$ cat src/rtl/cache_port_arbiter.sv
`default_nettype none
// ============================================================================
// Module   : cache_port_arbiter
// Purpose  : Shares one direct-mapped write-through cache port between NREQ
//            requesters. Round-robin grant, one outstanding cache command at a
//            time; the command is held stable until cache_ack, then the read
//            data (or write completion) is returned to the granted requester.
// Ports    : clk, reset          - clock, synchronous active-high reset
//            req_valid/we/addr/wdata (in, per requester, flattened)
//            req_ready  (out)    - one-hot accept pulse, combinational, IDLE only
//            rsp_valid  (out)    - one-hot 1-cycle completion pulse, registered
//            rsp_rdata  (out)    - read data with rsp_valid, 0 for writes
//            rsp_err    (out)    - timeout flag (only with CACHE_ARB_TIMEOUT_EN)
//            cache_rd/wr/addr/wdata (out) - command to the cache
//            cache_ack/rdata (in)         - completion pulse and read data
//            busy       (out)    - high while a command is outstanding
// Options  : CACHE_ARB_TIMEOUT_EN - watchdog drops a command after TMO_CYCLES
//            BUSY cycles without cache_ack and answers with rsp_err=1.
// Revision : 1.0 - initial release
// ============================================================================
module cache_port_arbiter #(
    parameter int NREQ       = 2,
    parameter int AW         = 10,
    parameter int DW         = 32,
    parameter int TMO_CYCLES = 64
) (
    input  logic                 clk,
    input  logic                 reset,
    input  logic [NREQ-1:0]      req_valid,
    input  logic [NREQ-1:0]      req_we,
    input  logic [NREQ*AW-1:0]   req_addr,
    input  logic [NREQ*DW-1:0]   req_wdata,
    output logic [NREQ-1:0]      req_ready,
    output logic [NREQ-1:0]      rsp_valid,
    output logic [DW-1:0]        rsp_rdata,
`ifdef CACHE_ARB_TIMEOUT_EN
    output logic                 rsp_err,
`endif
    output logic                 cache_rd,
    output logic                 cache_wr,
    output logic [AW-1:0]        cache_addr,
    output logic [DW-1:0]        cache_wdata,
    input  logic                 cache_ack,
    input  logic [DW-1:0]        cache_rdata,
    output logic                 busy
);

    localparam int PW = (NREQ > 2) ? 2 : 1;

    typedef enum logic [0:0] {
        ST_IDLE = 1'b0,
        ST_BUSY = 1'b1
    } state_t;

    state_t          r_state;
    state_t          w_state_next;
    logic [PW-1:0]   r_rr_ptr;
    logic [PW-1:0]   r_owner;
    logic [PW-1:0]   w_winner;
    logic [PW-1:0]   w_owner_next;
    logic            w_found;
    logic            w_grant;
    logic            w_done;
    logic            w_timeout;
    logic            r_we;
    logic [AW-1:0]   r_addr;
    logic [DW-1:0]   r_wdata;
    logic [NREQ-1:0] r_rsp_valid;
    logic [DW-1:0]   r_rsp_rdata;

    // Round-robin search: first pending requester starting at r_rr_ptr.
    always_comb begin
        int            v_sum;
        logic [PW-1:0] v_idx;
        w_found  = 1'b0;
        w_winner = '0;
        v_sum    = 0;
        v_idx    = '0;
        for (int k = 0; k < NREQ; k++) begin
            v_sum = int'(r_rr_ptr) + k;
            if (v_sum >= NREQ) begin
                v_sum = v_sum - NREQ;
            end
            v_idx = v_sum[PW-1:0];
            if (!w_found && req_valid[v_idx]) begin
                w_found  = 1'b1;
                w_winner = v_idx;
            end
        end
    end

    // Pointer moves past the owner only on completion, so a waiting
    // requester is always next in line.
    always_comb begin
        if (int'(r_owner) == NREQ - 1) begin
            w_owner_next = '0;
        end else begin
            w_owner_next = r_owner + 1'b1;
        end
    end

`ifdef CACHE_ARB_TIMEOUT_EN
    localparam int CW = $clog2(TMO_CYCLES + 1);
    logic [CW-1:0] r_tmo_cnt;
    logic          r_rsp_err;

    // Counter holds the number of BUSY cycles already completed, so the
    // drop happens in the TMO_CYCLES-th BUSY cycle.
    assign w_timeout = (r_state == ST_BUSY) && !cache_ack &&
                       (r_tmo_cnt == CW'(TMO_CYCLES - 1));

    always_ff @(posedge clk) begin
        if (reset) begin
            r_tmo_cnt <= '0;
        end else if (w_grant) begin
            r_tmo_cnt <= '0;
        end else if (r_state == ST_BUSY) begin
            r_tmo_cnt <= r_tmo_cnt + 1'b1;
        end
    end

    always_ff @(posedge clk) begin
        if (reset) begin
            r_rsp_err <= 1'b0;
        end else begin
            r_rsp_err <= w_done && w_timeout;
        end
    end

    assign rsp_err = r_rsp_err;
`else
    logic w_tmo_unused;
    assign w_timeout    = 1'b0;
    assign w_tmo_unused = (TMO_CYCLES > 0);
`endif

    assign w_grant = (r_state == ST_IDLE) && w_found;
    assign w_done  = (r_state == ST_BUSY) && (cache_ack || w_timeout);

    // FSM state register
    always_ff @(posedge clk) begin
        if (reset) begin
            r_state <= ST_IDLE;
        end else begin
            r_state <= w_state_next;
        end
    end

    // FSM next state and accept pulse
    always_comb begin
        w_state_next = r_state;
        req_ready    = '0;
        case (r_state)
            ST_IDLE: begin
                if (w_found) begin
                    req_ready[w_winner] = 1'b1;
                    w_state_next        = ST_BUSY;
                end
            end
            ST_BUSY: begin
                if (w_done) begin
                    w_state_next = ST_IDLE;
                end
            end
            default: w_state_next = ST_IDLE;
        endcase
    end

    // Command latch, round-robin pointer and response registers
    always_ff @(posedge clk) begin
        if (reset) begin
            r_rr_ptr    <= '0;
            r_owner     <= '0;
            r_we        <= 1'b0;
            r_addr      <= '0;
            r_wdata     <= '0;
            r_rsp_valid <= '0;
            r_rsp_rdata <= '0;
        end else begin
            r_rsp_valid <= '0;
            r_rsp_rdata <= '0;
            if (w_grant) begin
                r_owner <= w_winner;
                r_we    <= req_we[w_winner];
                r_addr  <= req_addr[int'(w_winner) * AW +: AW];
                r_wdata <= req_wdata[int'(w_winner) * DW +: DW];
            end
            if (w_done) begin
                r_rsp_valid[r_owner] <= 1'b1;
                r_rsp_rdata          <= (r_we || w_timeout) ? '0 : cache_rdata;
                r_rr_ptr             <= w_owner_next;
            end
        end
    end

    assign busy        = (r_state == ST_BUSY);
    assign cache_rd    = busy && !r_we;
    assign cache_wr    = busy && r_we;
    assign cache_addr  = r_addr;
    assign cache_wdata = r_wdata;
    assign rsp_valid   = r_rsp_valid;
    assign rsp_rdata   = r_rsp_rdata;

endmodule
`default_nettype wire
$ cat config.mk
export PLATFORM = sky130hd
export DESIGN_NAME = cache_port_arbiter
export DESIGN_NICKNAME = d
export VERILOG_FILES = /design/src/rtl/cache_port_arbiter.sv
export SDC_FILE = /design/constraint.sdc
export NUM_CORES = 1
export LEC_CHECK = 0
export CAP_MARGIN = 20
export CORE_MARGIN = 2
export CORE_UTILIZATION = 32
export CTS_CLUSTER_DIAMETER = 30
export CTS_CLUSTER_SIZE = 24
export DETAILED_ROUTE_END_ITERATION = 7
export HOLD_SLACK_MARGIN = 0.03
export PLACE_DENSITY = 0.82
export SETUP_SLACK_MARGIN = 0.15
export SLEW_MARGIN = 40
export SYNTH_ARGS = -nofsm -noshare
export SYNTH_HDL_FRONTEND = slang
export SYNTH_SLANG_ARGS = --single-unit
$ cat constraint.sdc
create_clock -name clk -period 1.58 [get_ports clk]
set_clock_uncertainty 0.15 [all_clocks]
set_input_delay 0.474 -clock clk [delete_from_list [all_inputs] [get_ports clk]]
set_output_delay 0.474 -clock clk [all_outputs]
set_load 0.005 [all_outputs]
==> impl_metrics.toml <==
[status]
status = "finished with violations"
violations = "setup timing"

[critical_path]
cp_cell_sequence = "clkdlybuf4s15_2 -> or2b_1 -> a21oi_2 -> buf_2"
startpoint_type = "input port"
critPathBufInv = 2
critPathCaptureType = "output pin"
arrival_ns = 1.23
cp_max_fo = 3
cp.required_ns = 0.96
crit_start = "req_valid[0]"
path_class = "input port to output pin"
crit_path_max_incr_delay_ns = 0.26
crit_family = "buffers and inverters"
r2r_start = "r_rr_ptr"
cp_slowest_cell = "or2b_1"

[sta]
finalSetupViolCount = 44
hold_slack_ns = 0.329
fin_ws_ns = -0.270
period_needed_ns = 1.85
hold_violations = 0
fmax_mhz = 541
worst_slew_margin_rel = 0.712
rsz0062_at_grt = "yes"
slew_viol_final = 0
tightest_slew_ns = 0.433
period_share = 1.17

[synth]
syn-num-nets = 390
synth_seq_cells = 80
yosys_warnings = 0
synth_top_area_share = 0.546
ys_top_cells_by_area = "dfxtp_1 55%, a221o_1 12%, nor3b_1 9.0%"
synthFlopType = "dfxtp_1"
ys_types = 27
synthArstFlopShare = 0
syn-instance-count = 267
syn_avg_cell_area_um2 = 11.0
synth_area_um2 = 2930
synth_area_leader_cell = "dfxtp_1"
yosysSeqAreaShare = 0.546
synth.most_common_cell = "dfxtp_1"
synth_commonest_cells = "80 x dfxtp_1, 35 x nor3b_1, 34 x a221o_1, 33 x and2_1, 11 x nor2_1"
synth_edf_count = 0

[pwr]
power_density_nw_per_um2 = 867
seq_power_share = 0.438
switchingPower_mw = 1.25
leakagePower_nw = 2.47
share_comb_of_total_power = 0.226
ir_drop_mv = 0.664
switching_share = 0.244
p_int_mw = 3.86
p_clk_frac = 0.336

[place]
port_buffers = 203
place_hpwl_um = 7380
gp_congestion = 0.829
post-place-ws_ns = -0.961
dp.cells = 577

[global_route]
first_global_vias = 3256
globalRouteOverflowTotal = 0
grt_max_degree = 32
grtUsageTotal = 0.212
grt_pass1_wl_um = 16400
antenna_found_initial = 0

[clock_network]
cts_made_buffers = 9
clock_sinks = 80
ctsLongestPathBuffers = 2
cts-root-buf = "clkbuf_8"
cts_max_level = 3
cts_tree = "yes"
clkLatencyLatePin_ns = 0.34
clkSlewWorstSetupHoldPaths_ns = 0.09
cts_hold_buf = 0

[floorplan]
die_h_um = 99.7
die-area_um2 = 9940
num_rows = 34
start_util = 0.333
design.core.area_um2 = 8810
die_w_um = 99.7
ioPinCount = 204

[final_layout]
fin_nets = 625
syn2layout_area_growth_pct = 101
stdcell_count = 615
postLayoutCoreUtil = 0.669
drive_above_1_share = 0.531
antenna_cells = 0

[routing]
first_pass_iters = 6
drt-total-wl_um = 11000
drcViolationCount = 0
vias_per_cell = 4.97
drt_iter0_drc = 73
num_vias = 3058
drtAntennaViolNets = 0
post_drt_wl_per_cell_um = 17.9

[job]
drv_cap = 0

[worst_hold_path]
hold_start = "r_owner"
hp-class = "register to register"
[registers in the layout, summed over array words and instances, names as in the netlist]
signal and flops:
cache_addr 10, r_we 1, r_owner 1, r_rr_ptr 1
cache_wdata 32, rsp_rdata 32, rsp_valid 2, busy 1
[power groups by stage]
stage / Combinational (mW) / Sequential (mW) / Clock, mW
2_1_floorplan: 0.331 / 2.25 / 0
3_3_place_gp: 0.979 / 2.24 / 0
3_5_place_dp: 0.997 / 2.25 / 0
4_1_cts: 1.06 / 2.22 / 1.76
5_1_grt: 1.22 / 2.25 / 1.85
6_report: 1.16 / 2.24 / 1.71
[final cells by class]
class	count	area, µm²
timing repair buffer	251	2450
fill	670	2920
sequential	80	1680
tap	108	135
clock inverter	6	91.3
inverter	3	13.8
clock buffer	10	138
multi-input combinational	157	1390
[worst register-to-register path, cell delays in order (launching register included)]
cell and delay [ns]:
dfxtp_2 0.34, and2b_2 0.25, buf_6 0.10, buf_6 0.10, nor4_4 0.04, buf_4 0.16
buf_12 0.14, a221o_1 0.36
[path summary, 6_finish.rpt]
path	end	slack, ns	cells past startpoint
setup / recovery	req_ready[0]	-0.27	4
hold / removal	rsp_valid[0]	0.33	1
setup reg to reg	cache_wdata[7]	-0.19	7
hold reg to reg	rsp_valid[0]	0.33	1
[placed cells by master (no fill, tap or decap), types with 2 or more instances in the layout]
cell             synthesis  final
a21oi_2                  0      2
a221o_1                 34     34
a311oi_1                 9      4
a311oi_2                 0      5
and2_4                   0     33
buf_12                   0      4
buf_16                   0      3
buf_2                    6     45
buf_4                    7     20
buf_6                    3     55
buf_8                    0      2
bufinv_16                0      2
clkbuf_8                 0     10
clkdlybuf4s50_1          0    119
clkinvlp_4               0      3
dfxtp_1                 80     22
dfxtp_2                  0     57
inv_2                    1      2
nand3_1                  9      9
nor2_1                  11     11
nor3_1                   4      2
nor3_4                   0      2
nor3b_1                 35     33
nor3b_2                  0      2
o21ai_2                  0      7
o21ai_4                  0      2
[timing repair]
item | CTS | global route
setup endpoints to repair | 144 | 140
gates cloned | 7 | 0
resized for setup | 462 | 57
pin swaps | 44 | 14
setup buffers | 10 | 5
[per-stage QoR]
stage / total power, mW / area [µm²] / setup TNS, ns
5_1_grt: 5.32 / 5890 / -8.88
3_5_place_dp: 3.25 / 5210 / -38.04
6_report: 5.10 / 5890 / -5.96
3_3_place_gp: 3.22 / 5210 / -36.65
4_1_cts: 5.03 / 5590 / -7.12
2_1_floorplan: 2.58 / 3020 / -0.0216
[layer usage]
metal  global-route usage  share of wire
met5                    0              0
met2                0.388           0.52
met4               0.0738          0.017
met3               0.0759          0.088
met1                0.223           0.38
[kinds of logic (layout without fill, tap and decap cells)]
family	count (synthesis)	after routing	share of synthesized area
buffers and inverters	30	270	0.0576
DFF	80	80	0.546
AOI/OAI and AO/OA	59	59	0.183
and+or+nand+nor	98	98	0.213
Note: power is estimated with default switching activity, not from simulation.
